`src/rtl/pwm_pkg.sv`:
```
// Shared encodings for the PWM gate path: monitor states, fault codes and
// gate-pair patterns.
package pwm_pkg;

  typedef enum logic [2:0] {
    IDLE  = 3'd0,
    DEAD  = 3'd1,
    ON_H  = 3'd2,
    ON_L  = 3'd3,
    FAULT = 3'd4
  } state_t;

  localparam logic [1:0] FC_NONE    = 2'b00;
  localparam logic [1:0] FC_OVERLAP = 2'b01;
  localparam logic [1:0] FC_SHORT   = 2'b10;

  localparam logic [1:0] GATE_OFF  = 2'b00;
  localparam logic [1:0] GATE_H    = 2'b01;
  localparam logic [1:0] GATE_L    = 2'b10;
  localparam logic [1:0] GATE_BOTH = 2'b11;

endpackage

```
`src/rtl/sat_counter.sv`:
```
// Saturating up-counter. Clear restarts from zero, and when Enable is also
// high the cleared value already includes that cycle (loads 1).
module sat_counter #(
  parameter int BIT_WIDTH = 16
) (
  input  logic                 MClk,
  input  logic                 RstN,
  input  logic                 Clear,
  input  logic                 Enable,
  output logic [BIT_WIDTH-1:0] Count
);

  always_ff @(posedge MClk or negedge RstN) begin
    if (!RstN) begin
      Count <= '0;
    end else if (Clear) begin
      Count <= {{(BIT_WIDTH-1){1'b0}}, Enable};
    end else if (Enable && (Count != {BIT_WIDTH{1'b1}})) begin
      Count <= Count + BIT_WIDTH'(1);
    end
  end

endmodule

```
`src/rtl/deadtime_monitor.sv`:
```
// Dead-time monitor: measures each 00 gap between opposite gate pulses,
// latches overlap / short-dead faults and blanks the gate pair while faulted.
module deadtime_monitor
  import pwm_pkg::*;
#(
  parameter int BIT_WIDTH = 16
) (
  input  logic                 MClk,
  input  logic                 RstN,
  input  logic [BIT_WIDTH-1:0] MinDeadCount,
  input  logic [1:0]           S,
  input  logic                 FaultClr,
  output logic [1:0]           SOut,
  output logic                 Fault,
  output logic [1:0]           FaultCode,
  output logic [BIT_WIDTH-1:0] MeasDead,
  output logic                 MeasValid,
  output logic [2:0]           DbgState
);

  state_t               state;
  logic                 last_high;
  logic                 cnt_clr;
  logic                 cnt_en;
  logic [BIT_WIDTH-1:0] cnt;
  logic                 s_high;
  logic                 prev_high;
  logic                 switchover;
  logic [BIT_WIDTH-1:0] interval;
  logic                 short_hit;

  assign DbgState = state;

  // Counter only runs through a dead gap; any other state holds it at zero.
  assign cnt_clr = (state != DEAD);
  assign cnt_en  = (S == GATE_OFF) &&
                   ((state == DEAD) || (state == ON_H) || (state == ON_L));

  sat_counter #(.BIT_WIDTH(BIT_WIDTH)) u_cnt (
    .MClk   (MClk),
    .RstN   (RstN),
    .Clear  (cnt_clr),
    .Enable (cnt_en),
    .Count  (cnt)
  );

  always_comb begin
    s_high     = (S == GATE_H);
    prev_high  = (state == DEAD) ? last_high : (state == ON_H);
    switchover = (state != IDLE) && (state != FAULT) &&
                 ((S == GATE_H) || (S == GATE_L)) && (s_high != prev_high);
    interval   = (state == DEAD) ? cnt : '0;
    short_hit  = (MinDeadCount != '0) && (interval < MinDeadCount);
  end

  always_ff @(posedge MClk or negedge RstN) begin
    if (!RstN) begin
      state     <= IDLE;
      last_high <= 1'b0;
      SOut      <= GATE_OFF;
      Fault     <= 1'b0;
      FaultCode <= FC_NONE;
      MeasDead  <= '0;
      MeasValid <= 1'b0;
    end else begin
      MeasValid <= 1'b0;
      if (state == FAULT) begin
        SOut <= GATE_OFF;
        if (FaultClr && (S == GATE_OFF)) begin
          state     <= IDLE;
          Fault     <= 1'b0;
          FaultCode <= FC_NONE;
        end
      end else if (S == GATE_BOTH) begin
        state     <= FAULT;
        Fault     <= 1'b1;
        FaultCode <= FC_OVERLAP;
        SOut      <= GATE_OFF;
      end else if (S == GATE_OFF) begin
        SOut <= GATE_OFF;
        if ((state == ON_H) || (state == ON_L)) begin
          state     <= DEAD;
          last_high <= (state == ON_H);
        end
      end else if (switchover && short_hit) begin
        MeasDead  <= interval;
        MeasValid <= 1'b1;
        state     <= FAULT;
        Fault     <= 1'b1;
        FaultCode <= FC_SHORT;
        SOut      <= GATE_OFF;
      end else begin
        // Legal one-hot: plain activation, skipped pulse, or good switchover.
        if (switchover) begin
          MeasDead  <= interval;
          MeasValid <= 1'b1;
        end
        state <= s_high ? ON_H : ON_L;
        SOut  <= S;
      end
    end
  end

endmodule
```
`config.mk`:
```
export PLATFORM = sky130hd
export DESIGN_NAME = deadtime_monitor
export DESIGN_NICKNAME = d
export VERILOG_FILES = /design/src/rtl/pwm_pkg.sv /design/src/rtl/sat_counter.sv /design/src/rtl/deadtime_monitor.sv
export SDC_FILE = /design/constraint.sdc
export NUM_CORES = 1
export LEC_CHECK = 0
export ABC_AREA = 1
export CELL_PAD_IN_SITES_DETAIL_PLACEMENT = 0
export CELL_PAD_IN_SITES_GLOBAL_PLACEMENT = 2
export CORE_MARGIN = 5
export CORE_UTILIZATION = 30
export DETAILED_ROUTE_END_ITERATION = 8
export MAX_ROUTING_LAYER = met4
export PLACE_DENSITY = 0.9
export REMOVE_ABC_BUFFERS = 1
export SYNTH_ARGS = -nofsm -noshare
export SYNTH_HDL_FRONTEND = slang
export SYNTH_HIERARCHICAL = 1
export SYNTH_SLANG_ARGS = --single-unit
```
`constraint.sdc`:
```
create_clock -name MClk -period 3.3 [get_ports MClk]
set_clock_uncertainty 0.1 [all_clocks]
set_input_delay 0.33 -clock MClk [delete_from_list [all_inputs] [get_ports MClk]]
set_output_delay 0.33 -clock MClk [all_outputs]
set_load 0.03 [all_outputs]
```
## Word level (Yosys, flattened, before mapping)

Index checks and enable logic that the tools add are counted.

- Bitwise gates (word level): 3
- $add $sub $neg: 1
- Magnitude comparators: 1
- Muxes and demuxes: 32
- Reductions and logical operators: 22
- Equal/unequal tests: 14

Operator list:

| cell | count |
|---|---|
| $mux 16 | 5 |
| $mux 2 | 9 |
| $mux 3 | 6 |
| $add 16x1->16 const B | 1 |
| $lt 16x16->1 | 1 |
| $ne 16x16->1 const B | 1 |
| $reduce_bool 16->1 | 1 |
| $mux 1 | 12 |
| $logic_and 1x1->1 | 8 |
| $reduce_and 4->1 | 2 |
| $eq 3x2->1 const B | 2 |
| $ne 3x1->1 const B | 2 |
| $reduce_bool 3->1 | 2 |
| $eq 2x2->1 const B | 2 |
| $logic_or 1x1->1 | 4 |
| $ne 4x1->1 const B | 1 |
| $reduce_bool 2->1 | 2 |
| $eq 3x1->1 const B | 1 |
| $eq 3x3->1 const B | 1 |
| $ne 3x3->1 const B | 1 |
| $not 1->1 | 3 |
| $reduce_and 3->1 | 1 |
| $eq 2x1->1 const B | 1 |
| $logic_not 2->1 | 1 |
| 3 further kinds | 3 |

- Register bits after elaboration: 42
- Logic and storage cells: 81
- Output and inout port bits: 25
- Input bits: 21

## Longest topological paths before layout

Gate-level depths: netlist of run 1.

- Depth after elaboration: 9
- Mapped depth: 17
- Depth with buffers taken out: 16

## By module

The synthesis of run 1 kept the hierarchy.

By module, submodules not included:

| module | area each (µm²) | times used | cells each |
|---|---|---|---|
| deadtime_monitor | 1692.9 | 1 | 235 |
| sat_counter | 1021.0 | 1 | 149 |

## Worst setup path after synthesis of run 1

Ideal clock, no wire load.

- Path kind: register to register
- Start point: register state[2] (netlist: DbgState[2])
- End point: register Fault
- Buffers on the path: 1
- Arrival: 2.383 ns
- Stages on the path, launching flop included: 16
- Setup slack: 0.699 ns
- Clock period less this slack: 2.601 ns
- Library setup time: 0.118 ns
- Path through: dfrtp_1 nor2_1 nand2_1 clkbuf_1 nor2_1 ha_1 a21oi_1 nor2_1 a211oi_1 nand3_1 nor2_1 nand2_1 nand2_2 nand2_2 nand2_1 nand2_1

- Word-level cells in the longest chain between the ends: 7
- Elaborated cells on any way between the ends: 19
- Classes of those cells: 1 x order compare; 7 x eq/ne; 3 x mux; 8 x reduce/logical

RTL lines:

| item | RTL line | source |
|---|---|---|
| start: declaration | deadtime_monitor.sv:21 | `state_t state;` |
| start signal: assignment | deadtime_monitor.sv:98 | `state <= s_high ? ON_H : ON_L;` |
| $eq 3x1->1 | deadtime_monitor.sv:52 | `interval = (state == DEAD) ? cnt : '0;` |
| $mux 16 | deadtime_monitor.sv:52 |  |
| named net interval[13] | deadtime_monitor.sv:29 | `logic [BIT_WIDTH-1:0] interval;` |
| $lt 16x16->1 | deadtime_monitor.sv:53 | `short_hit = (MinDeadCount != '0) && (interval < MinDeadCount);` |
| $logic_and 1x1->1 | deadtime_monitor.sv:53 |  |
| $logic_and 1x1->1 | deadtime_monitor.sv:85 | `end else if (switchover && short_hit) begin` |
| $reduce_bool 3->1 (no source line) | - |  |
| $reduce_and 3->1 (no source line) | - |  |
| end signal: assignment | deadtime_monitor.sv:61 | `Fault <= 1'b0;` |
| end signal: assignment | deadtime_monitor.sv:71 | `Fault <= 1'b0;` |
| end signal: assignment | deadtime_monitor.sv:89 | `Fault <= 1'b1;` |
| end: declaration | deadtime_monitor.sv:14 | `output logic Fault,` |

The timed path passes the listed nets, and every way through them passes these cells.
A chain may end at the register's enable or synchronous reset.

## Worst setup path after layout of run 1

- Start point: register state[2] (netlist: DbgState[2])
- End point: register FaultCode[1]

- Word-level cells in the longest chain between the ends: 7
- Elaborated cells on any way between the ends: 19
- Classes of those cells: 1 x order compare; 7 x eq/ne; 3 x mux; 8 x reduce/logical

RTL lines:

| item | RTL line | source |
|---|---|---|
| $eq 3x1->1 | deadtime_monitor.sv:52 |  |
| $mux 16 | deadtime_monitor.sv:52 |  |
| named net interval[13] | deadtime_monitor.sv:29 |  |
| $lt 16x16->1 | deadtime_monitor.sv:53 |  |
| $logic_and 1x1->1 | deadtime_monitor.sv:53 |  |
| $logic_and 1x1->1 | deadtime_monitor.sv:85 |  |
| $reduce_bool 3->1 (no source line) | - |  |
| $reduce_and 3->1 (no source line) | - |  |
| end signal: assignment | deadtime_monitor.sv:62 | `FaultCode <= FC_NONE;` |
| end signal: assignment | deadtime_monitor.sv:72 | `FaultCode <= FC_NONE;` |
| end signal: assignment | deadtime_monitor.sv:90 | `FaultCode <= FC_SHORT;` |
| end: declaration | deadtime_monitor.sv:15 | `output logic [1:0] FaultCode,` |

The timed path passes the listed nets, and every way through them passes these cells.

==> flow_metrics.env, run 1 <==
export IMPL_drcViolationCount=0
export IMPL_yosysMostFrequentCell="nand2_1"
export IMPL_num_vias=2450
export IMPL_antenna_found_initial=0
export IMPL_drt_pass1_iterations=4
export IMPL_yosysWarningCount=6
export IMPL_numCtsBuffers=5
export IMPL_die_h_um=105
export IMPL_crit_type="reg2reg"
export IMPL_hold_viol=0
export IMPL_grt_pass1_wl_mm=12.0
export IMPL_final_nets=472
export IMPL_outcome="finished, final reports clean"
export IMPL_clkSlewWorstSetupHoldPaths_ns=0.08
export IMPL_period_needed_ns=2.76
export IMPL_via_per_inst=4.54
export IMPL_finalCritPeriodShare_pct=83.6
export IMPL_ant_nets=0
export IMPL_totalWireLength_mm=7.07
export IMPL_hold_buffers=0
export IMPL_syn_area_per_cell_sq_um=7.07
export IMPL_overflow=0
export IMPL_required_ns=3.38
export IMPL_crit_fanout=18
export IMPL_vdd_ir_drop_max_uv=157
export IMPL_p_seq_share_pct=40.4
export IMPL_tightest_slew_ns=0.972
export IMPL_clock_latency_ns=0.29
export IMPL_cts_root_buf="clkbuf_8"
export IMPL_ios=46
export IMPL_rsz0062_at_grt="no"
export IMPL_ys_seq_area_share_pct=38.7
export IMPL_cts_setup_buffers=0
export IMPL_drt_iter0_drc=169
export IMPL_slew_headroom_pct=35.2
export IMPL_synthCells=384
export IMPL_die_area_sq_mm=0.0110
export IMPL_swShare_pct=41.2
export IMPL_antenna_cells=0
export IMPL_comb_power_share_pct=39.6
export IMPL_synth_commonest_cells="nand2_1 (136), inv_1 (50), nor2_1 (46), dfrtp_1 (42), nand3_1 (22)"
export IMPL_hold_class="in2async"
export IMPL_leakage_nw=1.64
export IMPL_fp_row_count=34
export IMPL_place_hpwl_mm=5.43
export IMPL_drv_cap=0
export IMPL_internal_power_uw=928
export IMPL_holdWs_ns=0.0916
export IMPL_grt_max_degree=43
export IMPL_cts_buffer_depth=2
export IMPL_cp_start_kind="flip-flop"
export IMPL_ys_seq_elements=42
export IMPL_synthTopCellsByArea="dfrtp_1 (39%), nand2_1 (19%), ha_1 (8.8%)"
export IMPL_gp_congestion=0.803
export IMPL_initial_core_util_pct=31.0
export IMPL_ys_types=31
export IMPL_slew_viol_final=0
export IMPL_synthFlopType="dfrtp_1"
export IMPL_h_tree_depth=2
export IMPL_end_kind="flip-flop"
export IMPL_p_clk_share_pct=20.0
export IMPL_max_freq_mhz=363
export IMPL_die_w_um=105
export IMPL_fin_setup_tns_ns=0
export IMPL_wire_per_inst_um=13.1
export IMPL_clock_sinks=42
export IMPL_power_switching_uw=651
export IMPL_cts_tree="yes"
export IMPL_setup_viol=0
export IMPL_syn_area_sq_mm=0.00271
export IMPL_grt_total_usage_pct=13.6
export IMPL_drive_gt1_share_pct=6.48
export IMPL_cellPowerDensity_mw_per_mm2=473
export IMPL_yosysTopAreaCell="dfrtp_1"
export IMPL_ctsResizeCount=0
export IMPL_io_buffers=45
export IMPL_multi_input_area_sq_mm=0.00139
export IMPL_synth_top_area_share_pct=38.7
export IMPL_regArea_sq_mm=0.00105
export IMPL_async_flop_share_pct=100
export IMPL_coreArea_sq_mm=0.00876
export IMPL_grt_pass1_vias=2428
export IMPL_synth_edf_count=0
export IMPL_synthToLayoutAreaGrowth_pct=23.1
export IMPL_crit_arrival_ns=2.84
export IMPL_fillCellCount=953
-- cell type report --
| type | instances | share of cell area [%] |
|---|---|---|
| clock buffers | 7 | 2.29 |
| inverters | 57 | 6.48 |
| multi-input cells | 278 | 41.7 |
| flip-flops and latches | 42 | 31.5 |
| well taps | 108 | 4.05 |
| repair buffers | 48 | 14.0 |
-- stage by stage --
step                      utilization (%)  total power, mW  setup slack [ns]  instances  cell area, sq um
final                                38.1             1.58             0.542        540              3340
after global routing                 38.1             1.69             0.229        540              3340
after CTS                            38.1             1.60             0.544        540              3340
after detailed placement             37.2             1.28             0.331        533              3260
after global placement               37.2             1.27             0.289        533              3260
after floorplan                         -             1.02             0.792        377              2660
-- final timing paths --
path	start	end	slack, ns	depth (start not counted)
max in group asynchronous	RstN	u_cnt/Count[4]	2.40	1
worst max register to register	DbgState[2]	FaultCode[1]	0.54	14
worst max-delay path	DbgState[2]	FaultCode[1]	0.54	14
worst min-delay path	RstN	MeasDead[2]	0.09	1
min in group MClk	MeasDead[4]	MeasDead[4]	0.38	2
worst min register to register	MeasDead[4]	MeasDead[4]	0.38	2
-- cells in the final DEF, fill, tap and decap left out, types with 5 or more instances in the layout --
master           count
nand2_1            136
inv_1               50
nor2_1              46
clkdlybuf4s50_1     44
dfrtp_1             42
nand3_1             22
ha_1                19
a21oi_1              9
nand4_1              9
inv_2                5
o21ai_0              5
clkbuf_8             5
-- kinds of logic (layout without fill, tap and decap cells) --
| logic type | count (synthesis) | count (layout) | share of synthesized area [%] |
|---|---|---|---|
| adders and majority gates | 19 | 19 | 8.76 |
| xor gates and xnor gates | 3 | 3 | 0.968 |
| AOI/OAI and AO/OA | 25 | 25 | 5.53 |
| DFF | 42 | 42 | 38.7 |
| buffers and inverters | 64 | 112 | 9.96 |
| and+or+nand+nor | 231 | 231 | 36.1 |
-- state kept, by name, indices dropped and copies added, names as in the netlist --
register,count
DbgState,3
Fault,1
FaultCode,2
MeasDead,16
MeasValid,1
SOut,2
last_high,1
u_cnt/Count,16
-- layer usage --
| metal | wire, um | vias to the layer above | GRT usage, % | part of all wire (%) |
|---|---|---|---|---|
| met5 | 0 | - | - | 0 |
| met3 | 272 | 5 | 2.10 | 3.8 |
| met1 | 3560 | 1109 | 18.7 | 50 |
| met2 | 3160 | 46 | 20.5 | 45 |
| met4 | 74 | 0 | 4.38 | 1.0 |
| li1 | - | 1290 | - | - |
-- power groups by stage --
stage	sequential, mW	clock [mW]	combinational, mW
floorplan	0.731	0	0.286
global placement	0.645	0	0.629
detailed placement	0.646	0	0.632
CTS	0.639	0.329	0.633
global route	0.649	0.352	0.688
finish	0.638	0.315	0.626
-- critical path, stage by stage (launching register included) --
cell and delay, ns:
dfrtp_1 0.44, nor2_1 0.20, nand2_1 0.36, nor2_1 0.30
ha_1 0.29, a21oi_1 0.15, nor2_1 0.06, a211oi_1 0.17
nand3_1 0.09, nor2_1 0.09, nand2_1 0.13, nand2_2 0.11
nand2_2 0.06, nand2_1 0.06, nand2_1 0.05
No activity file was read; power rests on OpenSTA's default activity.
==> run 2, diff against run 1 <==
==> constraint.sdc (replaced) <==
create_clock -name MClk -period 2.8 [get_ports MClk]
set_clock_uncertainty 0.1 [all_clocks]
set_input_delay 0.28 -clock MClk [delete_from_list [all_inputs] [get_ports MClk]]
set_output_delay 0.28 -clock MClk [all_outputs]
set_load 0.03 [all_outputs]
==> flow_metrics.env, run 2 (same netlist as run 1, synthesis figures left out) <==
export IMPL_cts_root_buf="clkbuf_8"
export IMPL_cpMaxStageDelayCell="dfrtp_1"
export IMPL_finalCritPeriodShare_pct=87.8
export IMPL_wire_per_inst_um=13.1
export IMPL_drive_gt1_share_pct=8.86
export IMPL_drcViolationCount=0
export IMPL_gp_congestion=0.802
export IMPL_ios=46
export IMPL_layout_setup_ws_ns=0.342
export IMPL_vdd_ir_drop_max_uv=177
export IMPL_clock_latency_ns=0.30
export IMPL_holdWs_ns=0.0410
export IMPL_p_seq_share_pct=38.6
export IMPL_antenna_cells=0
export IMPL_final_common_cell="nand2_1"
export IMPL_grt_pass1_wl_mm=12.4
export IMPL_fillCellCount=932
export IMPL_slowest_delay_ns=0.45
export IMPL_period_needed_ns=2.46
export IMPL_outcome="finished, final reports clean"
export IMPL_pre_cts_ws_ns=0.289
export IMPL_end_kind="flip-flop"
export IMPL_antenna_found_initial=0
export IMPL_place_hpwl_mm=5.56
export IMPL_max_freq_mhz=407
export IMPL_slew_viol_final=0
export IMPL_overflow=0
export IMPL_required_ns=2.89
export IMPL_final_nets=479
export IMPL_hold_viol=0
export IMPL_power_switching_uw=797
export IMPL_via_per_inst=4.55
export IMPL_cellPowerDensity_mw_per_mm2=571
export IMPL_grt_total_usage_pct=13.9
export IMPL_multi_input_area_sq_mm=0.00140
export IMPL_crit_path_cell_trace="nor2_2 -> nand2_1 -> buf_4 -> nor2_1 -> ha_1 -> a21oi_1 -> nor2_1 -> a211oi_1 -> nand2_1 -> nand2_1 -> nand2_1 -> nand2_2 -> nand2_2 -> nand2_1 -> nand2_1"
export IMPL_cpMostUsedCell="nand2_1"
export IMPL_placedCellCount=540
export IMPL_swShare_pct=40.9
export IMPL_drv_cap=0
export IMPL_initial_core_util_pct=31.0
export IMPL_cts_buffer_depth=2
export IMPL_internal_power_mw=1.15
export IMPL_fin_setup_tns_ns=0
export IMPL_h_tree_depth=2
export IMPL_drt_pass1_iterations=5
export IMPL_p_total_mw=1.95
export IMPL_slew_headroom_pct=34.2
export IMPL_cts_tree="yes"
export IMPL_crit_type="reg2reg"
export IMPL_setup_viol=0
export IMPL_mostFrequentLayoutCells="nand2_1 (136), inv_1 (50), nor2_1 (45), clkdlybuf4s50_1 (44), dfrtp_1 (42)"
export IMPL_cp_start_kind="flip-flop"
export IMPL_regArea_sq_mm=0.00105
export IMPL_totalWireLength_mm=7.17
export IMPL_final_cells=548
export IMPL_clock_sinks=42
export IMPL_grt_max_degree=43
export IMPL_grt_pass1_vias=2521
export IMPL_crit_arrival_ns=2.55
export IMPL_drt_iter0_drc=113
export IMPL_die_w_um=105
export IMPL_die_area_sq_mm=0.0110
export IMPL_hold_class="in2async"
export IMPL_comb_power_share_pct=39.5
export IMPL_p_clk_share_pct=21.9
export IMPL_numCtsBuffers=5
export IMPL_cts_setup_buffers=0
export IMPL_synthToLayoutAreaGrowth_pct=25.8
export IMPL_ant_nets=0
export IMPL_fp_row_count=34
export IMPL_die_h_um=105
export IMPL_rsz0062_at_grt="no"
export IMPL_num_vias=2493
export IMPL_r2r_slack_ns=0.34
export IMPL_clkSlewWorstSetupHoldPaths_ns=0.08
export IMPL_io_buffers=45
export IMPL_leakage_nw=1.68
export IMPL_crit_fanout=17
export IMPL_coreArea_sq_mm=0.00876
export IMPL_tightest_slew_ns=0.987
[run 2: cell count changes in the layout (fill, tap and decap cells not counted)]
cell,change
clkinv_2,+1
nor2_1,-1
clkbuf_1,-2
buf_4,+7
clkbuf_8,+1
clkinvlp_4,+1
nor2_2,+1
[run 2: final cells by class]
class | count | area share [%]
well taps | 108 | 3.96
repair buffers | 55 | 15.2
clock buffers | 6 | 2.42
multi-input cells | 278 | 40.9
flip-flops and latches | 42 | 30.8
clock inverters | 2 | 0.367
inverters | 57 | 6.34
[run 2: path summary, 6_finish.rpt]
path / to / from / cells past startpoint
hold / removal: MeasDead[14] / RstN / 1
hold reg to reg: MeasDead[2] / MeasDead[2] / 2
max in group asynchronous: u_cnt/Count[2] / RstN / 1
setup reg to reg: FaultCode[0] / DbgState[2] / 15
setup / recovery: FaultCode[0] / DbgState[2] / 15
min in group MClk: MeasDead[2] / MeasDead[2] / 2
[run 2: critical path, delay by kind of cell, from the launching register on]
kind,cells,cell delay (ns)
fa+ha+maj,1,0.28
flops,1,0.45
buf+inv,1,0.20
compound gates,2,0.32
simple gates,11,1.00
[run 2: power by group through the flow]
stage | logic, mW | registers (mW) | clock network, mW
after floorplan | 0.337 | 0.862 | 0
after global placement | 0.781 | 0.762 | 0
after detailed placement | 0.782 | 0.762 | 0
after CTS | 0.784 | 0.752 | 0.445
after global routing | 0.853 | 0.766 | 0.465
final | 0.771 | 0.753 | 0.427
[run 2: metal layers]
metal / wire length [um] / share of wire [%] / track usage (%)
met1: 3590 / 50 / 18.8
met2: 3310 / 46 / 21.9
met5: 0 / 0 / -
met4: 59 / 0.82 / 3.56
met3: 209 / 2.9 / 1.97
[run 2: timing repair]
item                                   in CTS  in global routing
setup endpoints to repair                   0                  3
endpoints found under the hold margin       0                  0
hold buffers                                0                  0
gates resized for setup                     0                  1
[run 2: through the flow]
| stage | util (%) | cell area (sq um) |
|---|---|---|
| after floorplan | - | 2660 |
| after global placement | 37.8 | 3320 |
| after detailed placement | 37.8 | 3320 |
| after CTS | 38.9 | 3410 |
| after global routing | 38.9 | 3410 |
| final | 38.9 | 3410 |
